File: src/rtl/types.sv
// Shared types and reset constants for the instruction prefetch queue.
package types;

  typedef enum logic [1:0] {
    FETCH_IDLE,
    FETCH_REQ,
    FETCH_DISCARD
  } fetch_state_e;

  localparam logic [15:0] RESET_PS = 16'hFFFF;
  localparam logic [15:0] RESET_PC = 16'h0000;

  // Physical address of seg:off, wrapping modulo 2^20.
  function automatic logic [19:0] phys_addr(input logic [15:0] seg, input logic [15:0] off);
    return {seg, 4'h0} + {4'h0, off};
  endfunction

endpackage

File: src/rtl/prefetch_ring.sv
// Byte ring buffer: 0-2 byte append, 0-15 byte pop, combinational read window.
module prefetch_ring #(
  parameter int unsigned QUEUE_BYTES  = 8,
  parameter int unsigned WINDOW_BYTES = 6,
  localparam int unsigned PTR_W = $clog2(QUEUE_BYTES),
  localparam int unsigned CNT_W = PTR_W + 1
) (
  input  logic                      clk,
  input  logic                      reset_n,
  input  logic                      clear,
  input  logic [1:0]                wr_n,
  input  logic [15:0]               wr_data,
  input  logic [3:0]                pop_n,
  output logic [8*WINDOW_BYTES-1:0] window,
  output logic [CNT_W-1:0]          count
);

  logic [7:0]       mem_q [QUEUE_BYTES];
  logic [PTR_W-1:0] rd_q;
  logic [PTR_W-1:0] wr_ptr;
  logic [CNT_W-1:0] count_q;

  // New bytes land behind the current contents; popped bytes come off the head.
  assign wr_ptr = rd_q + count_q[PTR_W-1:0];
  assign count  = count_q;

  always_ff @(posedge clk or negedge reset_n) begin
    if (!reset_n) begin
      for (int i = 0; i < QUEUE_BYTES; i++) mem_q[i] <= 8'h00;
      rd_q    <= '0;
      count_q <= '0;
    end else if (clear) begin
      count_q <= '0;
    end else begin
      if (wr_n != 2'd0) mem_q[wr_ptr] <= wr_data[7:0];
      if (wr_n == 2'd2) mem_q[wr_ptr + PTR_W'(1)] <= wr_data[15:8];
      rd_q    <= rd_q + PTR_W'(pop_n);
      count_q <= count_q - CNT_W'(pop_n) + CNT_W'(wr_n);
    end
  end

  // Bytes beyond the valid count read as zero.
  always_comb begin
    window = '0;
    for (int i = 0; i < WINDOW_BYTES; i++) begin
      if (i < int'(count_q)) window[8*i +: 8] = mem_q[rd_q + PTR_W'(i)];
    end
  end

endmodule

File: src/rtl/prefetch_queue.sv
// Instruction prefetch queue: fetch FSM, PS:PC address arithmetic and flush handling.
module prefetch_queue
  import types::*;
#(
  parameter int unsigned QUEUE_BYTES  = 8,
  parameter int unsigned WINDOW_BYTES = 6
) (
  input  logic                      clk,
  input  logic                      reset_n,
  input  logic                      flush,
  input  logic [15:0]               flush_ps,
  input  logic [15:0]               flush_pc,
  output logic                      fetch_req,
  output logic [19:0]               fetch_addr,
  input  logic                      fetch_ack,
  input  logic [15:0]               fetch_data,
  output logic [8*WINDOW_BYTES-1:0] window,
  output logic [3:0]                window_count,
  input  logic                      consume,
  input  logic [3:0]                consume_size,
  output logic [15:0]               pc,
  output logic [15:0]               ps
);

  localparam int unsigned CNT_W = $clog2(QUEUE_BYTES) + 1;

  fetch_state_e     state_q, state_n;
  logic [15:0]      ps_q, ps_n, pc_q, pc_n, fpc_q, fpc_n;
  logic [19:0]      addr_q, addr_n;
  logic             req_q, req_n;
  logic             pop_ok;
  logic [31:0]      free_after, need;
  logic [1:0]       wr_n;
  logic [15:0]      wr_data;
  logic [3:0]       pop_n;
  logic [CNT_W-1:0] ring_count;

  prefetch_ring #(
    .QUEUE_BYTES (QUEUE_BYTES),
    .WINDOW_BYTES(WINDOW_BYTES)
  ) u_ring (
    .clk    (clk),
    .reset_n(reset_n),
    .clear  (flush),
    .wr_n   (wr_n),
    .wr_data(wr_data),
    .pop_n  (pop_n),
    .window (window),
    .count  (ring_count)
  );

  always_ff @(posedge clk or negedge reset_n) begin
    if (!reset_n) begin
      state_q <= FETCH_IDLE;
      ps_q    <= RESET_PS;
      pc_q    <= RESET_PC;
      fpc_q   <= RESET_PC;
      addr_q  <= phys_addr(RESET_PS, RESET_PC);
      req_q   <= 1'b0;
    end else begin
      state_q <= state_n;
      ps_q    <= ps_n;
      pc_q    <= pc_n;
      fpc_q   <= fpc_n;
      addr_q  <= addr_n;
      req_q   <= req_n;
    end
  end

  always_comb begin
    state_n    = state_q;
    ps_n       = ps_q;
    pc_n       = pc_q;
    fpc_n      = fpc_q;
    addr_n     = addr_q;
    wr_n       = 2'd0;
    pop_n      = 4'd0;
    wr_data    = fpc_q[0] ? {8'h00, fetch_data[15:8]} : fetch_data;
    pop_ok     = consume && !flush && (32'(consume_size) <= 32'(ring_count));
    if (pop_ok) begin
      pop_n = consume_size;
      pc_n  = pc_q + 16'(consume_size);
    end
    free_after = 32'(QUEUE_BYTES) - 32'(ring_count) + 32'(pop_n);
    need       = fpc_q[0] ? 32'd1 : 32'd2;
    if (flush) begin
      ps_n  = flush_ps;
      pc_n  = flush_pc;
      fpc_n = flush_pc;
    end
    case (state_q)
      FETCH_IDLE: begin
        if (flush || free_after >= need) state_n = FETCH_REQ;
      end
      FETCH_REQ: begin
        if (fetch_ack) begin
          state_n = FETCH_IDLE;
          if (!flush) begin
            wr_n  = fpc_q[0] ? 2'd1 : 2'd2;
            fpc_n = fpc_q + 16'(wr_n);
          end
        end else if (flush) begin
          state_n = FETCH_DISCARD;
        end
      end
      FETCH_DISCARD: begin
        if (fetch_ack) state_n = FETCH_IDLE;
      end
      default: state_n = FETCH_IDLE;
    endcase
    // The bus address is frozen for the whole life of an outstanding request.
    if (state_q == FETCH_IDLE || state_n == FETCH_IDLE) addr_n = phys_addr(ps_n, fpc_n);
    req_n = (state_n != FETCH_IDLE);
  end

  assign fetch_req    = req_q;
  assign fetch_addr   = addr_q;
  assign pc           = pc_q;
  assign ps           = ps_q;
  assign window_count = (32'(ring_count) < 32'(WINDOW_BYTES)) ? 4'(ring_count) : 4'(WINDOW_BYTES);

endmodule

File: config.mk
export PLATFORM = sky130hd
export DESIGN_NAME = prefetch_queue
export DESIGN_NICKNAME = d
export VERILOG_FILES = /design/src/rtl/types.sv /design/src/rtl/prefetch_ring.sv /design/src/rtl/prefetch_queue.sv
export SDC_FILE = /design/constraint.sdc
export NUM_CORES = 1
export LEC_CHECK = 0
export CORE_ASPECT_RATIO = 0.5
export CORE_MARGIN = 3
export CORE_UTILIZATION = 25
export CTS_BUF_LIST = sky130_fd_sc_hd__clkbuf_4 sky130_fd_sc_hd__clkbuf_8
export DETAILED_ROUTE_END_ITERATION = 8
export PLACE_DENSITY = 0.55
export REMOVE_ABC_BUFFERS = 1
export SKIP_LAST_GASP = 1
export SYNTH_ARGS = -nofsm -noshare
export SYNTH_HDL_FRONTEND = slang
export SYNTH_HIERARCHICAL = 1
export SYNTH_SLANG_ARGS = --single-unit
File: constraint.sdc
create_clock -name clk -period 6.82 [get_ports clk]
set_input_delay 1.364 -clock clk [delete_from_list [all_inputs] [get_ports clk]]
set_output_delay 1.364 -clock clk [all_outputs]
set_load 0.005 [all_outputs]
# After elaboration in Yosys (flattened, before gate mapping)

Index checks and enable logic that the tools add are counted.
Widths: inputs -> output; s select.

Flip-flop bits (word level): 142
Output and inout port bits: 105
Logic and storage cells: 127

Add/subtract/negate cells: 15
Order comparisons: 19
Eq/ne operators: 3
Multiplexer cells: 54
Bitwise logic cells: 8
Reductions and logical operators: 12

Operators with widths:

| kind                | count |
|---|---|
| $mux 64             | 3 |
| $mux 8              | 20 |
| $bmux 8 s3          | 6 |
| $bwmux 64           | 2 |
| $mux 16             | 8 |
| $demux 8 s3         | 2 |
| $ge 32x2->1         | 1 |
| $ge 4x4->1 const B  | 8 |
| $not 3->4           | 8 |
| $add 20x16->20      | 1 |
| $mux 2              | 9 |
| $add 16x2->16       | 1 |
| $add 16x4->16       | 1 |
| $mux 4              | 3 |
| $lt 1x4->1 const A  | 2 |
| $lt 2x4->1 const A  | 2 |
| $lt 3x4->1 const A  | 2 |
| $lt 4x1->1 const B  | 2 |
| $add 3x1->3 const B | 2 |
| $add 3x2->3 const B | 2 |
| $add 3x3->3         | 2 |
| $add 3x3->3 const B | 2 |
| $add 5x5->6         | 1 |
| $pmux 2 s3          | 1 |
| 12 further kinds    | 20 |

# Logic depth before layout (Yosys ltp)

Depth in word-level cells: 11
Depth in mapped cells: 16
Depth with buffers taken out: 14

# Cells and area by module

The synthesis kept the hierarchy.

By module, submodules not included:

| module         | times used | cells an instance | area each (um^2) | sequential area each (um^2) |
|---|---|---|---|---|
| prefetch_ring  | 1          | 639               | 6113.4           | 1776.7 |
| prefetch_queue | 1          | 495               | 4757.1           | 1816.7 |

# Worst setup path before layout

OpenSTA, ideal clock, no wires.

Path type: input-to-reg
Start: in consume_size[1]
End: reg req_q, in the netlist fetch_req
Library setup time: 0.134 ns
Arrival: 4.177 ns
Required time: 6.686 ns
Path slack: 2.508 ns
Stages: 13
Path buffers: 2
Cell sequence: ha_1 > nor2b_1 > o31ai_2 > a21oi_1 > buf_2 > buf_4 > nor3_1 > fa_1 > ha_1 > o21ai_0 > nand2_1 > nor4b_1 > a21oi_1

Word-level cells in the longest chain between the ends: 9

RTL lines:

| what                  | line                  | text |
|---|---|---|
| start, declared       | prefetch_queue.sv:20  | `input logic [3:0] consume_size,` |
| $le 4x4->1            | prefetch_queue.sv:79  | `pop_ok = consume && !flush && (32'(consume_size) <= 32'(ring_count));` |
| $logic_and 1x1->1     | prefetch_queue.sv:79  |  |
| $mux 4 (*)            | prefetch_queue.sv:80  | `if (pop_ok) begin` |
| net pop_n[1]          | prefetch_queue.sv:35  | `logic [3:0] pop_n;` |
| $add 5x5->6 (*)       | prefetch_queue.sv:84  | `free_after = 32'(QUEUE_BYTES) - 32'(ring_count) + 32'(pop_n);` |
| $ge 32x2->1 (*)       | prefetch_queue.sv:93  | `if (flush \|\| free_after >= need) state_n = FETCH_REQ;` |
| $logic_or 1x1->1 (*)  | prefetch_queue.sv:93  |  |
| $mux 2 (*)            | prefetch_queue.sv:93  |  |
| $pmux 2 s3 (*)        | prefetch_queue.sv:91  | `case (state_q)` |
| $reduce_bool 2->1 (*) | prefetch_queue.sv:113 | `req_n = (state_n != FETCH_IDLE);` |
| net req_n             | prefetch_queue.sv:30  | `logic req_q, req_n;` |
| end signal, assigned  | prefetch_queue.sv:66  | `req_q <= req_n;` |
| end, declared         | prefetch_queue.sv:30  |  |

The timed path passes the listed nets; every way through them passes the cells marked *.
A chain may end at the register's enable or synchronous reset.

# Final worst setup path

Start: reg u_ring.rd_q[0]
End: out window[26]

Word-level cells in the longest chain between the ends: 6

RTL lines:

| what                                       | line                 | text |
|---|---|---|
| start, declared                            | prefetch_ring.sv:19  | `logic [PTR_W-1:0] rd_q;` |
| start signal, assigned                     | prefetch_ring.sv:37  | `rd_q <= rd_q + PTR_W'(pop_n);` |
| $add 3x2->3                                | prefetch_ring.sv:46  | `if (i < int'(count_q)) window[8*i +: 8] = mem_q[rd_q + PTR_W'(i)];` |
| $not 3->4 (not written as such)            | prefetch_ring.sv:46  |  |
| $bmux 8 s3                                 | prefetch_ring.sv:46  |  |
| $mux 8 (not written as such) (2 in series) | prefetch_ring.sv:46  |  |
| $mux 8                                     | prefetch_ring.sv:46  |  |
| end, declared                              | prefetch_queue.sv:17 | `output logic [8*WINDOW_BYTES-1:0] window,` |

No other way between the ends. The select of a mux whose other input is x is not followed.

==> results.txt <==
PortBufs - 160
Global-route wire length before repair - 56.8 mm
Reg power frac - 24.8%
Startpoint class of the critical path - register
Vias/cell - 5.16
DRT iter0 DRCs - 725
Top_reg_cell synth - dfrtp_1
Routability cong. - 0.851
H-tree depth - 4
Worst-Skew Late Latency - 0.46 ns
Critical path data required time - 5.46 ns
Logic pwr share - 65.5%
Reg-to-reg setup timing slack - 2.56 ns
Post_cts resized - 0
1st-pass router iterations - 5
Hold_sp - fetch_addr[4]
Share of cells above drive strength 1 - 16.2%
Final Setup Violations - 0
Static Leakage - 0.00530 uW
Critical Path Fanout Max - 11
Worst-margin pin slew - 1.30 ns
Power density cells - 477 mW/mm2
Reg-to-Reg Start - u_ring/rd_q[0]
Core footprint - 0.0424 mm2
Initial core utilization - 25.6%
Row count - 53
Clk sinks - 142
Post-synthesis sequential area ratio - 33.1%
Fin nets - 1364
Syn Std Cell Area - 0.0109 mm2
Average instance area after synthesis - 9.59 um2
CTS tree - yes
Setup CP Type - register to output pin
# Max-Cap Violations - 0
Share of flip-flops with an asynchronous set or reset - 100%
Period minus WS final - 5.11 ns
Antenna viol nets, final - 0
Hold crit path type - register to register
Via count - 9557
Residual DRC - 0
Cells after Synth - 1134
Routed wire length per instance - 19.9 um
Final setup TNS - 0 ns
RSZ-0062 raised after global routing - no
Setup WS pre-CTS - 1.85 ns
Die Width - 301 um
Drt total wl - 36.9 mm
Peak VDD IR - 0.428 mV
Die height - 153 um
Worst setup margin - 1.71 ns
Period Utilization, post-route - 75.0%
Switching Fraction - 44.3%
Root Buffer - clkbuf_8
Vias in the first global route - 9432
Worst R2R Path Depth - 7
Seq cells post-synth - 142
Area growth from synthesis to layout - 23.6%
Total GRT Usage - 15.9%
Post-CTS Setup Inserts - 0
WHS Endpoint - fetch_addr[4]
Library cells used by synthesis - 81
Rel. slew slack - 12.9%
ANT cells - 0
Antenna violations before repair - 0
Dpl hpwl - 26.5 mm
Hold Buf Count CTS - 0
Max Transition Viols Final - 0
Ys Warns - 6
Cts bufs inserted - 17
Fmax - 196 MHz
Number of flops mapped to enable cells by yosys - 0
Psw - 2840 uW
Hold depth - 2
WP data arrival - 3.75 ns
Reg2reg end - u_ring/mem_q[45]
Count of final hold-check violations - 0
Worst Clk Skew - 0.0109 ns
Status - complete, no violations
Core Util, Final - 31.7%
Fillers - 4437
CTS clk-pin slew, worst paths - 0.08 ns
Clock Power Share - 9.7%
Pin count of the biggest net entering global routing - 88
Total grt overflow - 0
CTS max path bufs - 2
Worst setup EP type - output pin
I/O pins - 162
Internal - 3570 uW
DIE AREA - 0.0462 mm2
## critical path: stages, from the launching register on
cell             delay (ns)
dfrtp_2                0.56
inv_1                  0.11
ha_1                   0.58
buf_4                  0.33
nor2_1                 0.78
a32oi_1                0.19
and3_1                 0.24
clkdlybuf4s50_1        0.49
## cell usage after synthesis (5+ instances only)
| cell | instances | share of area [%] |
|---|---|---|
| nor2_1 | 94 | 3.2 |
| mux2i_1 | 38 | 3.5 |
| nand2b_1 | 7 | 0.40 |
| ha_1 | 39 | 4.5 |
| mux2_2 | 28 | 2.9 |
| a2bb2oi_1 | 16 | 1.3 |
| a31oi_1 | 15 | 0.86 |
| or2_2 | 6 | 0.35 |
| xor2_1 | 13 | 1.0 |
| a211oi_1 | 11 | 0.76 |
| o32ai_1 | 8 | 0.64 |
| o21a_1 | 7 | 0.48 |
| nor3_1 | 22 | 1.0 |
| o211ai_1 | 12 | 0.83 |
| o31a_1 | 26 | 2.1 |
| dfstp_2 | 32 | 7.7 |
| nor4_1 | 6 | 0.35 |
| buf_2 | 27 | 1.2 |
| clkbuf_1 | 28 | 0.97 |
| inv_1 | 52 | 1.8 |
| a311oi_1 | 11 | 0.89 |
| o31ai_1 | 9 | 0.62 |
| a32oi_1 | 16 | 1.3 |
| fa_1 | 7 | 1.3 |
| and2_1 | 6 | 0.35 |
| nand3_1 | 14 | 0.64 |
| dfrtp_1 | 110 | 25 |
| a21o_1 | 13 | 0.90 |
| nand2_1 | 135 | 4.7 |
| nor2b_1 | 21 | 1.2 |
| mux4_2 | 48 | 9.9 |
| a21oi_1 | 75 | 3.5 |
| o21ai_0 | 21 | 0.97 |
| or4_1 | 5 | 0.35 |
| xnor2_1 | 20 | 1.6 |
| o22ai_1 | 24 | 1.4 |
| o21bai_1 | 9 | 0.62 |
| and3_1 | 19 | 1.1 |
| buf_1 | 13 | 0.45 |
## flip-flops by register name, summed over array words and instances (netlist names)
signal        cells
u_ring/rd_q       3
u_ring/mem_q     64
u_ring/count      4
pc               16
fpc_q            16
state_q           2
fetch_req         1
ps               16
fetch_addr       20
## layout by cell type (no fill, tap or decap), types with 12 or more instances in the layout
master / netlist / layout
clkdlybuf4s50_1: 0 / 158
nand2_1: 135 / 135
dfrtp_1: 110 / 108
nor2_1: 94 / 94
a21oi_1: 75 / 73
inv_1: 52 / 52
mux4_2: 48 / 48
ha_1: 39 / 39
mux2i_1: 38 / 38
dfstp_2: 32 / 32
mux2_2: 28 / 28
o31a_1: 26 / 26
o22ai_1: 24 / 24
buf_4: 2 / 23
nor3_1: 22 / 22
nor2b_1: 21 / 21
o21ai_0: 21 / 21
and3_1: 19 / 19
xnor2_1: 20 / 19
clkbuf_8: 0 / 18
a32oi_1: 16 / 16
a2bb2oi_1: 16 / 16
a31oi_1: 15 / 15
nand3_1: 14 / 14
a21o_1: 13 / 13
o211ai_1: 12 / 12
## metal layers
metal  wire length, um  part of all wire, %  vias to the layer above  track usage (%)
met1             15200                   41                     4746             19.6
li1                  -                    -                     4479                -
met3              1850                  5.0                       42             2.67
met5                 0                    0                        -                0
met2             18600                   51                      290             27.8
met4              1190                  3.2                        0             5.60
## how the worst max path moves through the flow
| stage | to | slack (ns) | startpoint |
|---|---|---|---|
| 6_report | window[26] | 1.71 | u_ring/rd_q[0] |
| 4_1_cts | window[26] | 1.68 | u_ring/rd_q[0] |
| 2_1_floorplan | window[24] | 1.21 | u_ring/rd_q[0] |
| 5_1_grt | window[26] | 1.55 | u_ring/rd_q[0] |
| 3_3_place_gp | fetch_req | 1.98 | consume_size[1] |
| 3_5_place_dp | fetch_req | 1.85 | consume_size[1] |
## logic make-up after synthesis
group,count (synthesis),synth area share (%)
adders and majority gates,47,5.87
other,1,0.0345
xor gates and xnor gates,37,3.51
buffers and inverters,127,4.98
muxes,114,16.3
and+or+nand+nor,362,16.0
AOI/OAI and AO/OA,304,20.2
DFF,142,33.1
## power by group through the flow
| stage | clock [uW] | combinational (uW) | sequential (uW) |
|---|---|---|---|
| 2_1_floorplan | 0 | 2560 | 1530 |
| 3_3_place_gp | 0 | 4180 | 1600 |
| 3_5_place_dp | 0 | 4210 | 1600 |
| 4_1_cts | 645 | 4220 | 1590 |
| 5_1_grt | 678 | 4560 | 1640 |
| 6_report | 624 | 4200 | 1590 |
## through the flow
step | instances | total power (uW) | hold slack, ns | area (um2)
floorplan | 1060 | 4090 | 0.444 | 10500
global placement | 1819 | 5780 | 0.443 | 13100
detailed placement | 1819 | 5810 | 0.445 | 13100
CTS | 1851 | 6450 | 0.465 | 13400
global route | 1851 | 6880 | 0.482 | 13400
finish | 1851 | 6410 | 0.462 | 13400
## final cells by class
type / instances / area (um2) / share of cell area (%)
repair buffers: 182 / 1770 / 13.1
clock buffers: 29 / 330 / 2.46
multi-input cells: 865 / 6810 / 50.7
well taps: 577 / 722 / 5.37
inverters: 53 / 199 / 1.48
clock inverters: 3 / 15.0 / 0.112
flip-flops and latches: 142 / 3600 / 26.8
Note: power is estimated with default switching activity, not from simulation.
==> RTL change 1: new RTL, config.mk and constraints unchanged <==
`WINDOW_BYTES` is set to 6 in 2 places; all go to 7.
--- a/src/rtl/prefetch_ring.sv
+++ b/src/rtl/prefetch_ring.sv
@@ -1,7 +1,7 @@
 // Byte ring buffer: 0-2 byte append, 0-15 byte pop, combinational read window.
 module prefetch_ring #(
   parameter int unsigned QUEUE_BYTES  = 8,
-  parameter int unsigned WINDOW_BYTES = 6,
+  parameter int unsigned WINDOW_BYTES = 7,
   localparam int unsigned PTR_W = $clog2(QUEUE_BYTES),
   localparam int unsigned CNT_W = PTR_W + 1
 ) (
--- a/src/rtl/prefetch_queue.sv
+++ b/src/rtl/prefetch_queue.sv
@@ -3,7 +3,7 @@
   import types::*;
 #(
   parameter int unsigned QUEUE_BYTES  = 8,
-  parameter int unsigned WINDOW_BYTES = 6
+  parameter int unsigned WINDOW_BYTES = 7
 ) (
   input  logic                      clk,
   input  logic                      reset_n,
Interface: changed (resized window); port bits go from 162 to 170. The function was not compared with the original's and may differ.
==> RTL change 1 against the unedited design <==
  * Sequential cell count unchanged
  * Cell count rose by 0.81%
  * Largest cell class unchanged
  * Die area down 1.1%
  * Combinational power rose by 1%
  * Synthesized cell count up 0.26%
  * Sequential share of layout area is 0.14 points lower
  * Critical path depth up 1
  * Setup slack better by 84 ps
  * Critical path type unchanged
  * Via count shrank 0.29%
  * Area after synthesis is 1.1% lower
  * Cell area grew 0.48%
  * Power grew 3.2%
  * Wire length fell by 2.4%
==> RTL change 1: results (changes against the unedited design) <==
* Outcome: finished clean
* Multiplexer share of the synthesized area at 15.94% (-0.40 points)
* Slowest Stage Delay on Critical Path at 640 ps (-140 ps)
* Pint at 3.678 mW (+2.9%)
* Reg clk slew, reported paths at 90 ps
* Layout cells sized above 1 at 15.52% (-0.65 points)
* Number of global-route vias before repair at 9,491 (+0.63%)
* Synth cell types at 73 (-9.9%)
* Slowest-stage cell, CP: nor2b_1
* Later-pin clock latency in the skew report at 490 ps (+30 ps)
* Crit path max-delay family: buffers and inverters
* PortBufs at 168 (+5.0%)
* Total Routing Usage GR at 15.74% (-0.12 points)
* Dpl cells at 1,834 (+0.82%)
* Final hold slack at 453.7 ps (-7.961 ps)
* DP Area at 0.01308 mm² (-0.15%)
* Area fraction in compound gates after synthesis at 19.16% (-1.1 points)
* Met1 WL at 15,530 µm (+2.0%)
* Max Clock Freq at 0.1989 GHz (+1.7%)
* Flop-to-flop setup slack at 2090 ps (-470 ps)
* Largest net degree at the start of global routing at 82 (-6.8%)
* Cells after Synth at 1,137 (+0.26%)
* Sw Ratio at 44.43% (+0.15 points)
* DR WL met2 at 18,130 µm (-2.8%)
* Synth top area cells: dfrtp_1 26%, mux4_2 10%, dfstp_2 7.8%
* Met3 wire length at 1706 µm (-7.6%)
* Arrival time worst endpoint at 3660 ps (-90 ps)
* Met1 Usage GRT at 20.06% (+0.46 points)
* CP max FO at 36 (+25)
* Via density at 5.107 (-1.1%)
* Wire per inst at 19.31 µm (-3.1%)
* Final clock skew at 14.83 ps (+3.895 ps)
* Met2 Track Usage GR at 27.27% (-0.58 points)
* Final #Nets at 1,380 (+1.2%)
* Maximum vdd ir drop at 0.3172 mV (-26%)
* DP HPWL at 27,290 µm (+3.1%)
* Post-Synth XOR/XNOR Area at 3.689% (+0.18 points)
* First-pass detailed-route iteration total at 6 (+1)
* Leak pwr at 5.280 nW (-0.29%)
* Seq/Total Area, Yosys at 33.42% (+0.37 points)
* Synth top cells by count: 169 x nand2_1, 110 x dfrtp_1, 82 x a21oi_1
* Post-place setup slack at 1603 ps (-244.9 ps)
* Adder-cell share of the synthesized area at 5.958% (+0.088 points)
* Clock buffer count from CTS at 17 (unchanged)
RTL change 1: final timing paths:
path / end / depth (start not counted) / from
worst max-delay path: window[30] / 8 / u_ring/rd_q[1]$_DFFE_PN0N_
worst max register to register: fetch_addr[19]$_DFFE_PN1P_ / 13 / fpc_q[0]$_DFF_PN0_
min in group asynchronous: fpc_q[13]$_DFF_PN0_ / 1 / reset_n
worst min-delay path: fetch_addr[4]$_DFFE_PN1P_ / 2 / fetch_addr[4]$_DFFE_PN1P_
worst min register to register: fetch_addr[4]$_DFFE_PN1P_ / 2 / fetch_addr[4]$_DFFE_PN1P_
max in group asynchronous: u_ring/mem_q[62]$_DFFE_PN0N_ / 2 / reset_n
RTL change 1: final cells by class:
type | count | area [µm²]
Clock buffer | 20 | 262.8
Clock inverter | 12 | 167.7
Fill cell | 4429 | 28740
Inverter | 52 | 195.2
Multi-Input combinational cell | 877 | 6748
Sequential cell | 142 | 3595
Tap cell | 577 | 721.9
Timing Repair Buffer | 186 | 1815
==> RTL change 2: new RTL, config.mk and constraints unchanged <==
Made on the original files. Reset style: synchronous (`reset_n`), changed in 2 clocked blocks.
--- a/src/rtl/prefetch_ring.sv
+++ b/src/rtl/prefetch_ring.sv
@@ -24,7 +24,7 @@
   assign wr_ptr = rd_q + count_q[PTR_W-1:0];
   assign count  = count_q;
 
-  always_ff @(posedge clk or negedge reset_n) begin
+  always_ff @(posedge clk) begin
     if (!reset_n) begin
       for (int i = 0; i < QUEUE_BYTES; i++) mem_q[i] <= 8'h00;
       rd_q    <= '0;
--- a/src/rtl/prefetch_queue.sv
+++ b/src/rtl/prefetch_queue.sv
@@ -49,7 +49,7 @@
     .count  (ring_count)
   );
 
-  always_ff @(posedge clk or negedge reset_n) begin
+  always_ff @(posedge clk) begin
     if (!reset_n) begin
       state_q <= FETCH_IDLE;
       ps_q    <= RESET_PS;
Function: differs if reset_n is asserted again (counterexample within 4 cycles, from zero or initial values and one cycle with reset_n low); with reset_n held inactive, the same outputs for 4 cycles.
==> RTL change 2 against the unedited design <==
  * Area after synthesis increased by 2.0%
  * Sequential cell count increased by 3
  * Maximum frequency increased by 4.2%
  * Setup slack improved by 210 ps
  * Synthesized cell count decreased by 3.7%
  * Register-to-register slack improved by 250 ps
  * First-iteration DRC count decreased by 4.7%
  * Cell area increased by 1.4%
  * Wire length decreased by 0.48%
  * Global-route usage decreased by 0.52 points
  * Clock skew increased by 2.3 ps
Power is not compared: it rests on default switching activity, and its combinational part moved more than twofold at a synthesized area within 25%.
==> RTL change 2: results (changes against the unedited design) <==
* Slowest-stage cell, CP: ha_4
* Leak pwr at about 4.7 nW
* Clock buffer count from CTS at 17 (unchanged)
* Initial DRC Count at 691 (-4.7%)
* First-pass detailed-route iteration total at 5 (unchanged)
* Number of synthesized flops with an enable pin at 64 (+64)
* Via density at 5.177 (+0.28%)
* CTS max path bufs at 2 (unchanged)
* Largest net degree at the start of global routing at 89 (+1.1%)
* Reg clk slew, reported paths at roughly 90 ps
* CP max FO at 88 (+77)
* DP Area at 0.01325 mm² (+1.2%)
* Arrival time worst endpoint at 3540 ps (-210 ps)
* Synth cell types at 76 (-6.2%)
* Non-filler instance count after layout at 1,798 (-2.9%)
* Asr flop ratio synth at 0% (-100 points)
* Post-CTS setup buffer count at 0 (unchanged)
* Post-place setup slack at 1538 ps (-309.6 ps)
* Worst hold path type: register to register
* Seq/Total Area, Yosys at 31.95% (-1.1 points)
* Total Routing Usage GR at 15.34% (-0.52 points)
* Later-pin clock latency in the skew report at 480 ps (+20 ps)
* Cells after Synth at 1,092 (-3.7%)
* Biggest register: u_ring/mem_q
* First-pass GRT wire length at 55,700 µm (-2.0%)
* Layout cells sized above 1 at 15.48% (-0.69 points)
* Outcome: finished clean
* CTS H-tree lvls at 4 (unchanged)
* Actual slew at the worst max-slew pin at 1144 ps (-157.7 ps)
* Post-CTS Resized at 0 (unchanged)
* Synth top area cells: edfxtp_1 17%, mux4_2 15%, dfxtp_1 15%
* Max reg flops at 64 (unchanged)
* Final clock skew at 13.19 ps (+2.255 ps)
* Initial antenna violation count at 0 (unchanged)
* Final #Nets at 1,311 (-3.9%)
* Slowest Stage Delay on Critical Path at 1050 ps (+270 ps)
* Number of global-route vias before repair at 9,048 (-4.1%)
* Synth top cells by count: 81 x dfxtp_1, 76 x nand2_1, 75 x nor2_1
* Root Buffer Master: clkbuf_8
* GPL Wtd Cong at 0.8092 (-4.9%)
* Detailed Route WL at 36,720 µm (-0.48%)
* PortBufs at 160 (unchanged)
* Antenna diodes at 0 (unchanged)
* Antenna Nets Post-Route at 0 (unchanged)
* DP HPWL at 25,910 µm (-2.1%)
* Maximum vdd ir drop at between 0.1 and 0.15 mV
* Synth warn at 6 (unchanged)
## RTL change 2: layer usage
layer	vias to the layer above	wire, µm	GRT usage (%)
met4	0	1185	5.363
met3	55	2016	2.966
met5	-	0	0
met2	279	18260	26.24
met1	4557	15250	19.45
li1	4418	-	-
## RTL change 2: through the flow
| step | utilization (%) | hold slack (ps) | power, mW | TNS (ps) |
|---|---|---|---|---|
| finish | 31.77 | 461.8 | 2.678 | 0 |
| detailed placement | 30.88 | 455.8 | 2.027 | 0 |
| floorplan | - | 448.3 | 1.579 | -1902 |
| global route | 31.77 | 491.7 | 2.839 | 0 |
| CTS | 31.77 | 468.4 | 2.716 | 0 |
| global placement | 30.88 | 443.1 | 2.026 | 0 |
## RTL change 2: final timing paths
check                                            startpoint                         end  slack [ps]  cells past startpoint
worst max-delay path            u_ring/rd_q[1]$_SDFFE_PN0N_                  window[30]        1920                      6
worst min register to register   fetch_addr[2]$_SDFFE_PN0P_  fetch_addr[2]$_SDFFE_PN0P_         460                      2
worst max register to register   u_ring/count[1]$_SDFF_PP0_       state_q[0]$_SDFF_PN0_        2810                     13
worst min-delay path             fetch_addr[2]$_SDFFE_PN0P_  fetch_addr[2]$_SDFFE_PN0P_         460                      2
## RTL change 2: critical path: cells and delay by family (launching register included)
kind | cells | cell delay [ps]
compound gates | 1 | 280
fa+ha+maj | 1 | 1050
buf+inv | 3 | 870
flops | 1 | 340
simple gates | 1 | 510
## RTL change 2: final cells by class
type | count | area, µm²
clock inverters | 14 | 141.4
repair buffers | 179 | 1734
inverters | 35 | 131.4
clock buffers | 18 | 241.5
well taps | 577 | 721.9
fillers | 4403 | 29270
multi-input cells | 830 | 7117
flip-flops and latches | 145 | 3545
## RTL change 2: report_power, final
part / leakage (nW) / switching [mW] / total [mW] / internal, mW
combinational: 3.18 / 0.500 / 0.956 / 0.456
clock: 0.182 / 0.355 / 0.681 / 0.326
sequential: 1.33 / 0.0702 / 1.04 / 0.970
## RTL change 2: logic make-up (layout without fill, tap and decap cells)
kind of cell    Yosys count  after routing  share of synthesized area [%]
flops                   145            145                          31.95
fa+ha+maj                46             46                          5.663
simple gates            359            359                          17.07
other cells               1              1                        0.03381
xor+xnor                 34             34                          3.181
mux                     139            139                          21.03
buf+inv                 117            246                          4.208
compound gates          251            251                          16.88
